<file path="config.mk">
export PLATFORM = sky130hd
export DESIGN_NAME = multi_cycle_controller_flat
export DESIGN_NICKNAME = d
export VERILOG_FILES = /design/src/rtl/multi_cycle_controller_pkg.sv /design/src/rtl/multi_cycle_controller_if.sv /design/src/rtl/multi_cycle_controller_main_decoder.sv /design/src/rtl/multi_cycle_controller.sv /design/src/flat_wrapper.sv
export SDC_FILE = /design/constraint.sdc
export NUM_CORES = 1
export LEC_CHECK = 0
export ABC_AREA = 0
export CAP_MARGIN = 25
export CORE_MARGIN = 1
export CORE_UTILIZATION = 35
export DETAILED_ROUTE_END_ITERATION = 8
export GPL_TIMING_DRIVEN = 0
export HOLD_SLACK_MARGIN = 0.08
export PLACE_DENSITY = 0.82
export SLEW_MARGIN = 40
export SYNTH_ARGS = -nofsm -noshare
export SYNTH_HDL_FRONTEND = slang
export SYNTH_SLANG_ARGS = --single-unit
</file>
<file path="constraint.sdc">
create_clock -name clk -period 3.8 [get_ports clk]
set_clock_uncertainty 0.15 [all_clocks]
set_input_delay 0.57 -clock clk [delete_from_list [all_inputs] [get_ports clk]]
set_output_delay 0.57 -clock clk [all_outputs]
set_load 0.1 [all_outputs]
</file>
<file path="src/rtl/multi_cycle_controller_pkg.sv">
// rtl/multi_cycle_controller_pkg.sv - shared state, opcode, immediate and ALU select codes
package multi_cycle_controller_pkg;

  typedef enum logic [2:0] {
    S_START  = 3'd0,
    S_FETCH  = 3'd1,
    S_DECODE = 3'd2,
    S_EXEC   = 3'd3,
    S_MEM    = 3'd4,
    S_WB     = 3'd5
  } state_t;

  typedef enum logic [2:0] {
    CLS_NONE,
    CLS_OP,
    CLS_OPIMM,
    CLS_LOAD,
    CLS_STORE,
    CLS_BRANCH,
    CLS_LUI
  } instr_class_t;

  localparam logic [6:0] OPCODE_OP     = 7'b0110011;
  localparam logic [6:0] OPCODE_OPIMM  = 7'b0010011;
  localparam logic [6:0] OPCODE_LOAD   = 7'b0000011;
  localparam logic [6:0] OPCODE_STORE  = 7'b0100011;
  localparam logic [6:0] OPCODE_BRANCH = 7'b1100011;
  localparam logic [6:0] OPCODE_LUI    = 7'b0110111;

  localparam logic [1:0] ITypeImm = 2'd0;
  localparam logic [1:0] STypeImm = 2'd1;
  localparam logic [1:0] BTypeImm = 2'd2;
  localparam logic [1:0] UTypeImm = 2'd3;

  localparam logic [1:0] ALU_A_PC   = 2'd0;
  localparam logic [1:0] ALU_A_RS1  = 2'd1;
  localparam logic [1:0] ALU_A_ZERO = 2'd2;

  localparam logic [1:0] ALU_B_RS2  = 2'd0;
  localparam logic [1:0] ALU_B_IMM  = 2'd1;
  localparam logic [1:0] ALU_B_FOUR = 2'd2;

  localparam logic [1:0] ALU_OP_ADD   = 2'd0;
  localparam logic [1:0] ALU_OP_SUB   = 2'd1;
  localparam logic [1:0] ALU_OP_FUNCT = 2'd2;

endpackage

</file>
<file path="src/rtl/multi_cycle_controller_if.sv">
// rtl/multi_cycle_controller_if.sv - controller <-> datapath/memory signal bundle
interface multi_cycle_controller_if;

  logic [6:0] opcode;
  logic [2:0] funct3;
  logic       aluZero;
  logic       memReady;
  logic       memReq;
  logic       memWe;
  logic       iorD;
  logic       irWrite;
  logic       pcWrite;
  logic       pcSrc;
  logic       regWrite;
  logic       memToReg;
  logic [1:0] aluSrcA;
  logic [1:0] aluSrcB;
  logic [1:0] aluOp;
  logic [1:0] immType;
  logic       illegalInstr;
  logic [2:0] state;

  modport master (
    input  opcode, funct3, aluZero, memReady,
    output memReq, memWe, iorD, irWrite, pcWrite, pcSrc, regWrite, memToReg,
    output aluSrcA, aluSrcB, aluOp, immType, illegalInstr, state
  );

  modport slave (
    output opcode, funct3, aluZero, memReady,
    input  memReq, memWe, iorD, irWrite, pcWrite, pcSrc, regWrite, memToReg,
    input  aluSrcA, aluSrcB, aluOp, immType, illegalInstr, state
  );

endinterface

</file>
<file path="src/rtl/multi_cycle_controller_main_decoder.sv">
// rtl/multi_cycle_controller_main_decoder.sv - combinational opcode/funct3 class decoder
module main_decoder
  import multi_cycle_controller_pkg::*;
(
  input  logic [6:0]   opcode,
  input  logic [2:0]   funct3,
  output instr_class_t instr_class,
  output logic [1:0]   imm_type,
  output logic         legal
);

  always_comb begin
    instr_class = CLS_NONE;
    imm_type    = ITypeImm;
    legal       = 1'b1;
    case (opcode)
      OPCODE_OP:    instr_class = CLS_OP;
      OPCODE_OPIMM: instr_class = CLS_OPIMM;
      OPCODE_LOAD:  instr_class = CLS_LOAD;
      OPCODE_STORE: begin
        instr_class = CLS_STORE;
        imm_type    = STypeImm;
      end
      OPCODE_BRANCH: begin
        // Only BEQ/BNE exist here; other branch flavours are rejected
        if (funct3[2:1] == 2'b00) begin
          instr_class = CLS_BRANCH;
          imm_type    = BTypeImm;
        end else begin
          legal = 1'b0;
        end
      end
      OPCODE_LUI: begin
        instr_class = CLS_LUI;
        imm_type    = UTypeImm;
      end
      default: legal = 1'b0;
    endcase
  end

endmodule

</file>
<file path="src/rtl/multi_cycle_controller.sv">
// rtl/multi_cycle_controller.sv - FETCH/DECODE/EXEC/MEM/WB control FSM for the multi-cycle core
module multi_cycle_controller
  import multi_cycle_controller_pkg::*;
#(
  parameter int XLEN = 32
) (
  input  logic                       clk,
  input  logic                       rstN,
  multi_cycle_controller_if.master   bus
);

  if (XLEN != 32 && XLEN != 64) begin : g_xlen_check
    $error("multi_cycle_controller: unsupported XLEN");
  end

  state_t       state_q;
  state_t       state_d;
  instr_class_t cls;
  logic [1:0]   dec_imm;
  logic         dec_legal;
  logic         branch_taken;

  main_decoder u_main_decoder (
    .opcode      (bus.opcode),
    .funct3      (bus.funct3),
    .instr_class (cls),
    .imm_type    (dec_imm),
    .legal       (dec_legal)
  );

  assign branch_taken = bus.funct3[0] ? !bus.aluZero : bus.aluZero;
  assign bus.state    = state_q;

  always_ff @(posedge clk or negedge rstN) begin
    if (!rstN) state_q <= S_START;
    else       state_q <= state_d;
  end

  always_comb begin
    state_d          = state_q;
    bus.memReq       = 1'b0;
    bus.memWe        = 1'b0;
    bus.iorD         = 1'b0;
    bus.irWrite      = 1'b0;
    bus.pcWrite      = 1'b0;
    bus.pcSrc        = 1'b0;
    bus.regWrite     = 1'b0;
    bus.memToReg     = 1'b0;
    bus.aluSrcA      = ALU_A_PC;
    bus.aluSrcB      = ALU_B_RS2;
    bus.aluOp        = ALU_OP_ADD;
    bus.immType      = ITypeImm;
    bus.illegalInstr = 1'b0;
    case (state_q)
      S_START: state_d = S_FETCH;
      S_FETCH: begin
        bus.memReq  = 1'b1;
        bus.aluSrcA = ALU_A_PC;
        bus.aluSrcB = ALU_B_FOUR;
        bus.aluOp   = ALU_OP_ADD;
        if (bus.memReady) begin
          bus.irWrite = 1'b1;
          bus.pcWrite = 1'b1;
          state_d     = S_DECODE;
        end
      end
      S_DECODE: begin
        bus.immType = dec_imm;
        if (!dec_legal) begin
          bus.illegalInstr = 1'b1;
          state_d          = S_FETCH;
        end else begin
          state_d = S_EXEC;
        end
      end
      S_EXEC: begin
        bus.immType = dec_imm;
        state_d     = S_WB;
        case (cls)
          CLS_OP: begin
            bus.aluSrcA = ALU_A_RS1;
            bus.aluSrcB = ALU_B_RS2;
            bus.aluOp   = ALU_OP_FUNCT;
          end
          CLS_OPIMM: begin
            bus.aluSrcA = ALU_A_RS1;
            bus.aluSrcB = ALU_B_IMM;
            bus.aluOp   = ALU_OP_FUNCT;
          end
          CLS_LOAD, CLS_STORE: begin
            bus.aluSrcA = ALU_A_RS1;
            bus.aluSrcB = ALU_B_IMM;
            bus.aluOp   = ALU_OP_ADD;
            state_d     = S_MEM;
          end
          CLS_LUI: begin
            bus.aluSrcA = ALU_A_ZERO;
            bus.aluSrcB = ALU_B_IMM;
            bus.aluOp   = ALU_OP_ADD;
          end
          CLS_BRANCH: begin
            // rs1 - rs2 feeds aluZero; the target comes from the separate adder
            bus.aluSrcA = ALU_A_RS1;
            bus.aluSrcB = ALU_B_RS2;
            bus.aluOp   = ALU_OP_SUB;
            bus.pcSrc   = 1'b1;
            bus.pcWrite = branch_taken;
            state_d     = S_FETCH;
          end
          default: state_d = S_WB;
        endcase
      end
      S_MEM: begin
        bus.immType = dec_imm;
        bus.memReq  = 1'b1;
        bus.iorD    = 1'b1;
        bus.memWe   = (cls == CLS_STORE);
        if (bus.memReady) begin
          state_d = (cls == CLS_STORE) ? S_FETCH : S_WB;
        end
      end
      S_WB: begin
        bus.immType  = dec_imm;
        bus.regWrite = 1'b1;
        bus.memToReg = (cls == CLS_LOAD);
        state_d      = S_FETCH;
      end
      default: state_d = S_START;
    endcase
  end

endmodule

</file>
<file path="src/flat_wrapper.sv">
// flat-port wrapper written by rule: the top's interface ports become plain ports
module multi_cycle_controller_flat import multi_cycle_controller_pkg::*;
#(
  parameter int XLEN = 32
)
  (clk, rstN, bus_opcode, bus_funct3, bus_aluZero, bus_memReady, bus_memReq, bus_memWe, bus_iorD, bus_irWrite, bus_pcWrite, bus_pcSrc, bus_regWrite, bus_memToReg, bus_aluSrcA, bus_aluSrcB, bus_aluOp, bus_immType, bus_illegalInstr, bus_state);
  multi_cycle_controller_if bus_i ();
  input  logic clk;
  input  logic rstN;
  input wire logic [$bits(bus_i.opcode)-1:0] bus_opcode;
  input wire logic [$bits(bus_i.funct3)-1:0] bus_funct3;
  input wire logic [$bits(bus_i.aluZero)-1:0] bus_aluZero;
  input wire logic [$bits(bus_i.memReady)-1:0] bus_memReady;
  output wire logic [$bits(bus_i.memReq)-1:0] bus_memReq;
  output wire logic [$bits(bus_i.memWe)-1:0] bus_memWe;
  output wire logic [$bits(bus_i.iorD)-1:0] bus_iorD;
  output wire logic [$bits(bus_i.irWrite)-1:0] bus_irWrite;
  output wire logic [$bits(bus_i.pcWrite)-1:0] bus_pcWrite;
  output wire logic [$bits(bus_i.pcSrc)-1:0] bus_pcSrc;
  output wire logic [$bits(bus_i.regWrite)-1:0] bus_regWrite;
  output wire logic [$bits(bus_i.memToReg)-1:0] bus_memToReg;
  output wire logic [$bits(bus_i.aluSrcA)-1:0] bus_aluSrcA;
  output wire logic [$bits(bus_i.aluSrcB)-1:0] bus_aluSrcB;
  output wire logic [$bits(bus_i.aluOp)-1:0] bus_aluOp;
  output wire logic [$bits(bus_i.immType)-1:0] bus_immType;
  output wire logic [$bits(bus_i.illegalInstr)-1:0] bus_illegalInstr;
  output wire logic [$bits(bus_i.state)-1:0] bus_state;
  assign bus_i.opcode = bus_opcode;
  assign bus_i.funct3 = bus_funct3;
  assign bus_i.aluZero = bus_aluZero;
  assign bus_i.memReady = bus_memReady;
  assign bus_memReq = bus_i.memReq;
  assign bus_memWe = bus_i.memWe;
  assign bus_iorD = bus_i.iorD;
  assign bus_irWrite = bus_i.irWrite;
  assign bus_pcWrite = bus_i.pcWrite;
  assign bus_pcSrc = bus_i.pcSrc;
  assign bus_regWrite = bus_i.regWrite;
  assign bus_memToReg = bus_i.memToReg;
  assign bus_aluSrcA = bus_i.aluSrcA;
  assign bus_aluSrcB = bus_i.aluSrcB;
  assign bus_aluOp = bus_i.aluOp;
  assign bus_immType = bus_i.immType;
  assign bus_illegalInstr = bus_i.illegalInstr;
  assign bus_state = bus_i.state;
  multi_cycle_controller #(.XLEN(XLEN)) u_core (.clk(clk), .rstN(rstN), .bus(bus_i));
endmodule
</file>
==> flow_metrics.tcl <==
set metrics [dict create \
    hold_viol 0 \
    fillerInstances 115 \
    slew_violations 0 \
    crit_type "input port to output port" \
    fin_ws_ns 0.7394 \
    cp_common_cell "buf_2" \
    total_leakage_power_uw 0.0003458 \
    cts_buffer_depth 2 \
    rsz0062_at_grt "no" \
    ff2ff_setup_slack_ns 2.45 \
    synth_top_area_frac 0.1644 \
    setup_tns_ns 0 \
    yosys_warnings 0 \
    root_buffer "clkbuf_4" \
    drive_gt1_frac 0.4130 \
    viasPerCell 5.302 \
    cts-resized-gates 0 \
    multi_input_area_um2 357.8 \
    synth.distinct_cells 34 \
    critPathRequiredTime_ns 3.08 \
    io_pins 34 \
    gp_congestion 0.6937 \
    num_rows 12 \
    die_h_um 38.12 \
    grt_remaining_overflow 0 \
    synth_sequential_area_ratio 0.1644 \
    end_kind "output port" \
    routedWlPerCell_um 12.36 \
    vias 562 \
    hpwl_mm 1.006 \
    ys_top_cells_by_count "4 x nand2_1, 4 x nor3_1" \
    hp-class "input port to async pin" \
    grt_start_max_net_pins 11 \
    r2r_end "u_core.bus.state[0]" \
    startpoint_type "input port" \
    antenna_found_initial 0 \
    wl_mm 1.310 \
    die_w_um 38.12 \
    max_slew.worst_pin.slew_ns 0.4873 \
    layout.nets 107 \
    postSynthNetCount 71 \
    p_total_uw 594.4 \
    cp.arrival_ns 2.34 \
    place_ws_ns 0.7470 \
    fmax_mhz 326.7 \
    status "finished, final reports clean" \
    ys_ff_latch 3 \
    synthCells 57 \
    synth-edff-count 0 \
    register_area_um2 75.07 \
    worstRegToRegCells 3 \
    synth_ff_type "dfrtp_1" \
    syn_area_per_cell_um2 8.012 \
    clk_latency_ns 0.23 \
    cts_buffers 3 \
    htreeDepth 1 \
    core_mm2 0.001156 \
    area.growth.synth_to_final_pct 60.00 \
    max-slew-margin-rel 0.6774 \
    worstPathMaxFanout 8 \
    fin_crit_sh 0.8054 \
    yosysTopAreaCell "dfrtp_1" \
    drc 0 \
    tritoncts "yes" \
    holdBufCountCts 0 \
    grt_usage 0.2063 \
    post-route-min-period_ns 3.061 \
    cp_slowest_cell "clkdlybuf4s50_1" \
    start_util 0.3950 \
    cap_viol_max_count 0 \
    setup_viol 0 \
    clock_sinks 3 \
    cts.clk_slew.worst_paths_ns 0.04 \
    die-area_mm2 0.001453 \
    grt_pass1_wl_mm 2.111 \
    largest_reg_flops 3 \
    crit_chain "clkdlybuf4s50_1 > and3b_1 > buf_2 > nand3_2 > nor4b_2 > buf_2" \
    synth_area_um2 456.7 \
    first_iter_violations 7 \
    ir_drop_uv 317.2 \
    max_stage_delay_ns 0.49 \
    post_cts_buffers 0 \
    synth.area.top_cells "dfrtp_1 16%, nor4b_4 5.2%, nor3_1 4.4%, nand4_1 4.1%, and3b_1 3.8%" \
    power.density_mw_per_mm2 813.4 \
    diodes 0 \
    drtPass1Iterations 4 \
    ant_nets 0 \
    port_buffers 31 \
    grt_pass1_vias 500 \
    r2r_start "u_core.bus.state[0]" \
    async_reset_ff_frac 1.000 \
]
==> per-stage QoR <==
step	hold WS, ns	cell area [um2]	std cells	util
6_report	0.3677	730.7	106	0.6320
4_1_cts	0.3630	730.7	106	0.6320
5_1_grt	0.3668	730.7	106	0.6320
3_3_place_gp	0.5647	804.5	102	0.6959
3_5_place_dp	0.5640	704.4	102	0.6093
2_1_floorplan	0.1244	476.7	57	-
==> placed cells by master, fill, tap and decap left out, drive strengths merged, types with 4 or more instances in the layout <==
| cell | synthesis | final |
|---|---|---|
| buf | 4 | 24 |
| clkdlybuf4s50 | 0 | 11 |
| clkbuf | 1 | 5 |
| nand3 | 4 | 4 |
| nand2 | 4 | 4 |
| nor3 | 4 | 4 |
==> metal layers <==
layer / part of all wire / wire (um) / GRT usage
met1: 0.44 / 572 / 0.2430
met2: 0.50 / 653 / 0.3517
met5: 0 / 0 / 0
met3: 0.064 / 84 / 0.05233
met4: 0 / 0 / 0.08036
==> final cells by class <==
class,instances,share of cell area
multi-input cells,46,0.4897
repair buffers,31,0.2877
flip-flops and latches,3,0.1027
plain buffers,5,0.04452
clock buffers,4,0.03596
well taps,14,0.02397
inverters,3,0.01541
==> cell families (layout without fill, tap and decap cells) <==
group / after synthesis / in the layout / share of synthesized area
compound gates: 7 / 7 / 0.1096
buf+inv: 8 / 43 / 0.09589
simple gates: 35 / 35 / 0.5534
xor+xnor: 4 / 4 / 0.07673
flops: 3 / 3 / 0.1644
==> power by group <==
part,leakage [uW],internal (uW),total [uW],switching (uW)
Sequential,0.0000366,44.3,75.1,30.9
Combinational,0.000294,82.7,463,380
Clock,0.0000150,39.4,56.2,16.8
==> critical path: cells and delay by family <==
kind          cells  cell delay [ns]
buf+inv           3             1.14
simple gates      3             0.62
==> worst max-delay path by stage <==
| stage | start | endpoint | cells after the start |
|---|---|---|---|
| global placement | bus_opcode[6] | bus_pcWrite | 5 |
| floorplan | u_core.bus.state[1] | bus_aluSrcA[0] | 3 |
| CTS | bus_opcode[0] | bus_aluOp[1] | 6 |
| finish | bus_opcode[0] | bus_aluOp[1] | 6 |
| global route | bus_opcode[3] | bus_aluOp[1] | 6 |
| detailed placement | bus_opcode[0] | bus_aluOp[1] | 6 |
Note: power is estimated with default switching activity, not from simulation.
